==> src/rtl/text_term_if.sv <==
// Key handshake and text-buffer write port of the character-terminal write engine.
// slave = the write engine, master = the keyboard/buffer side that drives keys and observes writes.
interface text_term_if #(
  parameter int ADDR_W = 12
);
  logic              key_valid;
  logic [7:0]        key_ascii;
  logic              key_ready;
  logic              wr_en;
  logic [ADDR_W-1:0] wr_addr;
  logic [7:0]        wr_data;
  logic [6:0]        cursor_col;
  logic [4:0]        cursor_row;
  logic              busy;

  modport master (
    output key_valid, key_ascii,
    input  key_ready, wr_en, wr_addr, wr_data, cursor_col, cursor_row, busy
  );

  modport slave (
    input  key_valid, key_ascii,
    output key_ready, wr_en, wr_addr, wr_data, cursor_col, cursor_row, busy
  );
endinterface

==> src/rtl/text_term_writer.sv <==
// Character-terminal write engine: consumes ASCII keys, tracks the cursor and writes
// characters, blanks and row/screen clears into the COLS x ROWS text buffer, one write per cycle.
module text_term_writer #(
  parameter int COLS   = 70,
  parameter int ROWS   = 30,
  parameter int ADDR_W = 12
) (
  input  logic        clk,
  input  logic        rst,
  text_term_if.slave  bus
);

  localparam logic [ADDR_W-1:0] CELLS_A  = ADDR_W'(COLS * ROWS);
  localparam logic [ADDR_W-1:0] COLS_A   = ADDR_W'(COLS);
  localparam logic [ADDR_W-1:0] ZERO_A   = ADDR_W'(0);
  localparam logic [ADDR_W-1:0] ONE_A    = ADDR_W'(1);
  localparam logic [6:0]        LAST_COL = 7'(COLS - 1);
  localparam logic [4:0]        LAST_ROW = 5'(ROWS - 1);
  localparam logic [7:0]        BLANK    = 8'h20;

  typedef enum logic [1:0] {
    ST_CLR_ALL = 2'd0,
    ST_IDLE    = 2'd1,
    ST_CLR_ROW = 2'd2
  } state_t;

  state_t            state_r;
  state_t            state_nxt_s;
  logic [ADDR_W-1:0] clr_cnt_r;
  logic [ADDR_W-1:0] clr_cnt_nxt_s;
  logic [6:0]        col_r;
  logic [6:0]        col_nxt_s;
  logic [4:0]        row_r;
  logic [4:0]        row_nxt_s;
  logic              wr_en_r;
  logic              wr_en_nxt_s;
  logic [ADDR_W-1:0] wr_addr_r;
  logic [ADDR_W-1:0] wr_addr_nxt_s;
  logic [7:0]        wr_data_r;
  logic [7:0]        wr_data_nxt_s;
  logic              key_ready_r;
  logic              busy_r;

  logic              transfer_s;
  logic              is_print_s;
  logic              is_nl_s;
  logic              is_bs_s;
  logic              at_last_col_s;
  logic              at_last_row_s;
  logic              wrap_s;
  logic              clr_done_s;

  function automatic logic [ADDR_W-1:0] cell_addr(input logic [4:0] row, input logic [6:0] col);
    return (ADDR_W'(row) * COLS_A) + ADDR_W'(col);
  endfunction

  // Key classification, cursor boundaries and clear-sequence completion
  always_comb begin
    transfer_s    = bus.key_valid & key_ready_r;
    is_print_s    = (bus.key_ascii >= 8'h20) && (bus.key_ascii <= 8'h7E);
    is_nl_s       = (bus.key_ascii == 8'h0D) || (bus.key_ascii == 8'h0A);
    is_bs_s       = (bus.key_ascii == 8'h08);
    at_last_col_s = (col_r == LAST_COL);
    at_last_row_s = (row_r == LAST_ROW);
    wrap_s        = transfer_s && at_last_row_s && (is_nl_s || (is_print_s && at_last_col_s));
    clr_done_s    = 1'b0;
    case (state_r)
      ST_CLR_ALL: clr_done_s = (clr_cnt_r == CELLS_A);
      ST_CLR_ROW: clr_done_s = (clr_cnt_r == COLS_A);
      default:    clr_done_s = 1'b0;
    endcase
  end

  // State register
  always_ff @(posedge clk or posedge rst) begin
    if (rst) begin
      state_r <= ST_CLR_ALL;
    end else begin
      state_r <= state_nxt_s;
    end
  end

  // Next-state logic
  always_comb begin
    state_nxt_s = state_r;
    case (state_r)
      ST_CLR_ALL: begin
        if (clr_done_s) begin
          state_nxt_s = ST_IDLE;
        end else begin
          state_nxt_s = ST_CLR_ALL;
        end
      end
      ST_IDLE: begin
        if (wrap_s) begin
          state_nxt_s = ST_CLR_ROW;
        end else begin
          state_nxt_s = ST_IDLE;
        end
      end
      ST_CLR_ROW: begin
        if (clr_done_s) begin
          state_nxt_s = ST_IDLE;
        end else begin
          state_nxt_s = ST_CLR_ROW;
        end
      end
      default: state_nxt_s = ST_CLR_ALL;
    endcase
  end

  // Output logic: next write strobe/address/data, cursor and clear counter
  always_comb begin
    wr_en_nxt_s   = 1'b0;
    wr_addr_nxt_s = wr_addr_r;
    wr_data_nxt_s = wr_data_r;
    col_nxt_s     = col_r;
    row_nxt_s     = row_r;
    clr_cnt_nxt_s = clr_cnt_r;
    case (state_r)
      ST_CLR_ALL: begin
        if (clr_done_s) begin
          clr_cnt_nxt_s = ZERO_A;
        end else begin
          wr_en_nxt_s   = 1'b1;
          wr_addr_nxt_s = clr_cnt_r;
          wr_data_nxt_s = BLANK;
          clr_cnt_nxt_s = clr_cnt_r + ONE_A;
        end
      end
      ST_CLR_ROW: begin
        if (clr_done_s) begin
          clr_cnt_nxt_s = ZERO_A;
        end else begin
          wr_en_nxt_s   = 1'b1;
          wr_addr_nxt_s = cell_addr(row_r, clr_cnt_r[6:0]);
          wr_data_nxt_s = BLANK;
          clr_cnt_nxt_s = clr_cnt_r + ONE_A;
        end
      end
      ST_IDLE: begin
        if (transfer_s && is_print_s) begin
          wr_en_nxt_s   = 1'b1;
          wr_addr_nxt_s = cell_addr(row_r, col_r);
          wr_data_nxt_s = bus.key_ascii;
          if (!at_last_col_s) begin
            col_nxt_s = col_r + 7'd1;
          end else if (at_last_row_s) begin
            // Screen wrap: the row clear starts on the next cycle from cell 0
            col_nxt_s     = 7'd0;
            row_nxt_s     = 5'd0;
            clr_cnt_nxt_s = ZERO_A;
          end else begin
            col_nxt_s = 7'd0;
            row_nxt_s = row_r + 5'd1;
          end
        end else if (transfer_s && is_nl_s) begin
          col_nxt_s = 7'd0;
          if (at_last_row_s) begin
            // Newline wrap issues the first row-0 blank now so the clear spans COLS cycles
            row_nxt_s     = 5'd0;
            wr_en_nxt_s   = 1'b1;
            wr_addr_nxt_s = cell_addr(5'd0, 7'd0);
            wr_data_nxt_s = BLANK;
            clr_cnt_nxt_s = ONE_A;
          end else begin
            row_nxt_s = row_r + 5'd1;
          end
        end else if (transfer_s && is_bs_s) begin
          if (col_r != 7'd0) begin
            col_nxt_s     = col_r - 7'd1;
            wr_en_nxt_s   = 1'b1;
            wr_addr_nxt_s = cell_addr(row_r, col_r - 7'd1);
            wr_data_nxt_s = BLANK;
          end else if (row_r != 5'd0) begin
            col_nxt_s     = LAST_COL;
            row_nxt_s     = row_r - 5'd1;
            wr_en_nxt_s   = 1'b1;
            wr_addr_nxt_s = cell_addr(row_r - 5'd1, LAST_COL);
            wr_data_nxt_s = BLANK;
          end else begin
            col_nxt_s = col_r;
          end
        end else begin
          col_nxt_s = col_r;
        end
      end
      default: begin
        wr_en_nxt_s = 1'b0;
      end
    endcase
  end

  // Registered outputs, cursor and clear counter
  always_ff @(posedge clk or posedge rst) begin
    if (rst) begin
      wr_en_r     <= 1'b0;
      wr_addr_r   <= ZERO_A;
      wr_data_r   <= BLANK;
      col_r       <= 7'd0;
      row_r       <= 5'd0;
      clr_cnt_r   <= ZERO_A;
      key_ready_r <= 1'b0;
      busy_r      <= 1'b1;
    end else begin
      wr_en_r     <= wr_en_nxt_s;
      wr_addr_r   <= wr_addr_nxt_s;
      wr_data_r   <= wr_data_nxt_s;
      col_r       <= col_nxt_s;
      row_r       <= row_nxt_s;
      clr_cnt_r   <= clr_cnt_nxt_s;
      key_ready_r <= (state_nxt_s == ST_IDLE);
      busy_r      <= (state_nxt_s != ST_IDLE);
    end
  end

  assign bus.key_ready  = key_ready_r;
  assign bus.wr_en      = wr_en_r;
  assign bus.wr_addr    = wr_addr_r;
  assign bus.wr_data    = wr_data_r;
  assign bus.cursor_col = col_r;
  assign bus.cursor_row = row_r;
  assign bus.busy       = busy_r;

endmodule

==> src/flat_wrapper.sv <==
// flat-port wrapper written by rule: the top's interface ports become plain ports
module text_term_writer_flat 
#(
  parameter int COLS   = 70,
  parameter int ROWS   = 30,
  parameter int ADDR_W = 12
)
  (clk, rst, bus_key_valid, bus_key_ascii, bus_key_ready, bus_wr_en, bus_wr_addr, bus_wr_data, bus_cursor_col, bus_cursor_row, bus_busy);
  text_term_if #(.ADDR_W(ADDR_W)) bus_i ();
  input  logic clk;
  input  logic rst;
  input wire logic [$bits(bus_i.key_valid)-1:0] bus_key_valid;
  input wire logic [$bits(bus_i.key_ascii)-1:0] bus_key_ascii;
  output wire logic [$bits(bus_i.key_ready)-1:0] bus_key_ready;
  output wire logic [$bits(bus_i.wr_en)-1:0] bus_wr_en;
  output wire logic [$bits(bus_i.wr_addr)-1:0] bus_wr_addr;
  output wire logic [$bits(bus_i.wr_data)-1:0] bus_wr_data;
  output wire logic [$bits(bus_i.cursor_col)-1:0] bus_cursor_col;
  output wire logic [$bits(bus_i.cursor_row)-1:0] bus_cursor_row;
  output wire logic [$bits(bus_i.busy)-1:0] bus_busy;
  assign bus_i.key_valid = bus_key_valid;
  assign bus_i.key_ascii = bus_key_ascii;
  assign bus_key_ready = bus_i.key_ready;
  assign bus_wr_en = bus_i.wr_en;
  assign bus_wr_addr = bus_i.wr_addr;
  assign bus_wr_data = bus_i.wr_data;
  assign bus_cursor_col = bus_i.cursor_col;
  assign bus_cursor_row = bus_i.cursor_row;
  assign bus_busy = bus_i.busy;
  text_term_writer #(.COLS(COLS), .ROWS(ROWS), .ADDR_W(ADDR_W)) u_core (.clk(clk), .rst(rst), .bus(bus_i));
endmodule
==> config.mk <==
export PLATFORM = sky130hd
export DESIGN_NAME = text_term_writer_flat
export DESIGN_NICKNAME = d
export VERILOG_FILES = /design/src/rtl/text_term_if.sv /design/src/rtl/text_term_writer.sv /design/src/flat_wrapper.sv
export SDC_FILE = /design/constraint.sdc
export NUM_CORES = 1
export LEC_CHECK = 0
export CORE_MARGIN = 2
export CORE_UTILIZATION = 25
export CTS_BUF_LIST = sky130_fd_sc_hd__clkbuf_8
export DETAILED_ROUTE_END_ITERATION = 10
export PLACE_DENSITY = 0.41
export SLEW_MARGIN = 20
export SYNTH_ARGS = -nofsm -noshare
export SYNTH_HDL_FRONTEND = slang
export SYNTH_SLANG_ARGS = --single-unit
==> constraint.sdc <==
create_clock -name clk -period 5.4 [get_ports clk]
set_input_delay 0.81 -clock clk [delete_from_list [all_inputs] [get_ports clk]]
set_output_delay 0.81 -clock clk [all_outputs]
set_load 0.02 [all_outputs]
==> flow_summary.toml <==
[run_status]
status = "completed"

[global_routing]
grt_pass1_wl_um = 26850
grt_pass1_vias = 4773
grt_use_total = 0.1576
grt_max_degree = 50
overflow = 0
grt_antenna_before_repair = 0

[clock_network]
clkLatencyLatePin_ps = 350
h-tree-depth = 2
root_buffer = "clkbuf_8"
post_cts_buffers = 0
clkTransAtPathRegs_ps = 120
clock_sinks = 49
cts_buffer_depth = 2
hold_buffers = 0
cts_resized = 0
cts_tree = "built"
cts-buffers-inserted = 5

[timing]
hold_slack_ps = 514.8
finalMaxSlewViolations = 0
fin_ws_ps = 1176
setup_tns_ps = 0
rsz0062_at_grt = "false"
relSlewSlack = 0.3829
setup_viol = 0
finalCritPeriodShare = 0.7822
min_period_ps = 4224
skew_ps = 23.10
hold_violations = 0
max_freq_ghz = 0.2367
tightestPinTransition_ps = 923.8

[yosys]
synth_top_flop_cell = "dfrtp_1"
syn-mean-instance-area_um2 = 8.227
netlist_area_mm2 = 0.005060
yosysWarnings = 0
ys_seq_area_frac = 0.2428
ys_ff_latch = 49
yosysUniqueCellTypes = 82
synth-edff-count = 0
syn_nets = 687
synthCells = 615
async_reset_ff_frac = 1.000

[flow_run]
max-cap-violations = 0

[placed_design]
port_buffers = 45
place_ws_ps = 1293
place_inst = 913
hpwl_um = 12750
gp_congestion = 0.8392

[floorplanning]
die-area_mm2 = 0.02139
die_w_um = 146.3
std_cell_rows = 52
initial_core_util = 0.2525
io_pins = 46
die_h_um = 146.3
coreArea_mm2 = 0.02004

[cells_and_area]
layout.cells.most_common = "nor2_1"
diodes = 0
fin_cells = 921
area_delta_synth_final_pct = 16.15
final_nets = 722
drive_above_1_share = 0.06605
final_cell_mix = "58 x nor2_1, 56 x ha_1, 52 x o21ai_0, 47 x dfrtp_1, 45 x clkdlybuf4s50_1"

[setup_path]
worstSetupStartpointType = "flip-flop"
reg2regPathDepth = 14
crit_fanout = 9
critPathArrivalTime_ps = 4470
worstSetupPathType = "reg -> reg"
r2r_setup_slack_ps = 1180
cp.required_ps = 5650
end_kind = "flip-flop"

[min_path]
holdPathStages = 1
hp-class = "reg -> reg"

[route]
vias = 4694
antenna_left = 0
routedWlPerCell_um = 18.04
vias_per_cell = 5.097
drt_iter0_drc = 286
drt_wl_total_um = 16620
first_pass_iters = 6
route.detailed.drc = 0
## routing by layer
layer  GRT usage  share of wire  vias up
li1            -              -     2309
met1      0.2167           0.49     2294
met2      0.2675           0.48       83
met3     0.02156          0.029        8
met4     0.02767         0.0069        0
met5           0              0        -
## metrics by stage
stage	util	instance area, um^2
after floorplan	-	5060
after global placement	0.2886	5783
after detailed placement	0.2886	5783
after CTS	0.2933	5877
after global routing	0.2933	5877
final	0.2933	5877
## critical path: stages, from the launching register on
cell      delay, ps
dfrtp_1         610
inv_1           170
ha_1            310
inv_1            40
ha_1            280
ha_1            350
a31o_2          270
xnor2_1         390
ha_1            360
a21oi_1         190
inv_1            60
a31oi_1         310
o311ai_0        240
o2111a_1        330
a31oi_1         200
## cell usage after synthesis (10+ instances only)
| cell type | number | area [um^2] |
|---|---|---|
| a21oi_1 | 41 | 205.2 |
| a31oi_1 | 20 | 125.1 |
| buf_2 | 10 | 50.05 |
| clkbuf_1 | 10 | 37.54 |
| dfrtp_1 | 47 | 1176 |
| ha_1 | 56 | 700.7 |
| inv_1 | 41 | 153.9 |
| nand2_1 | 39 | 146.4 |
| nand3_1 | 23 | 115.1 |
| nor2_1 | 58 | 217.7 |
| nor2b_1 | 10 | 62.56 |
| nor3_1 | 16 | 80.08 |
| o211ai_1 | 10 | 75.07 |
| o21ai_0 | 52 | 260.3 |
| xnor2_1 | 25 | 219.0 |
| xor2_1 | 15 | 131.4 |
## path summary, 6_finish.rpt
check / startpoint / endpoint
max in group asynchronous: rst / u_core.clr_cnt_r[11]
hold reg to reg: u_core.bus.wr_data[7] / u_core.bus.wr_data[7]
hold / removal: u_core.bus.wr_data[7] / u_core.bus.wr_data[7]
min in group asynchronous: rst / u_core.bus.wr_addr[1]
setup / recovery: u_core.bus.cursor_row[3] / u_core.bus.wr_addr[10]
setup reg to reg: u_core.bus.cursor_row[3] / u_core.bus.wr_addr[10]
## area by class of cell
class	count	area (um^2)
multi-input cells	500	3560
well taps	270	337.8
inverters	43	161.4
clock buffers	5	68.82
repair buffers	51	495.5
flip-flops and latches	49	1229
fillers	2222	14160
clock inverters	3	25.02
## flip-flops by register name, indices dropped and copies added (netlist names)
name                   cells
u_core.bus.busy            1
u_core.bus.key_ready       1
u_core.bus.cursor_row      5
u_core.bus.wr_data         8
u_core.bus.cursor_col      7
u_core.state_r             2
u_core.bus.wr_en           1
u_core.clr_cnt_r          12
u_core.bus.wr_addr        12
## cell families after synthesis
logic type / after synthesis / synth area share
adders and majority gates: 61 / 0.1583
and+or+nand+nor: 199 / 0.2038
DFF: 49 / 0.2428
muxes: 10 / 0.02077
AOI/OAI and AO/OA: 189 / 0.2483
xor gates and xnor gates: 41 / 0.07245
buffers and inverters: 66 / 0.05366
Power is left out: the tool's default activity adds up to more than one toggle a clock period on the data nets, which glitch-free logic cannot reach.
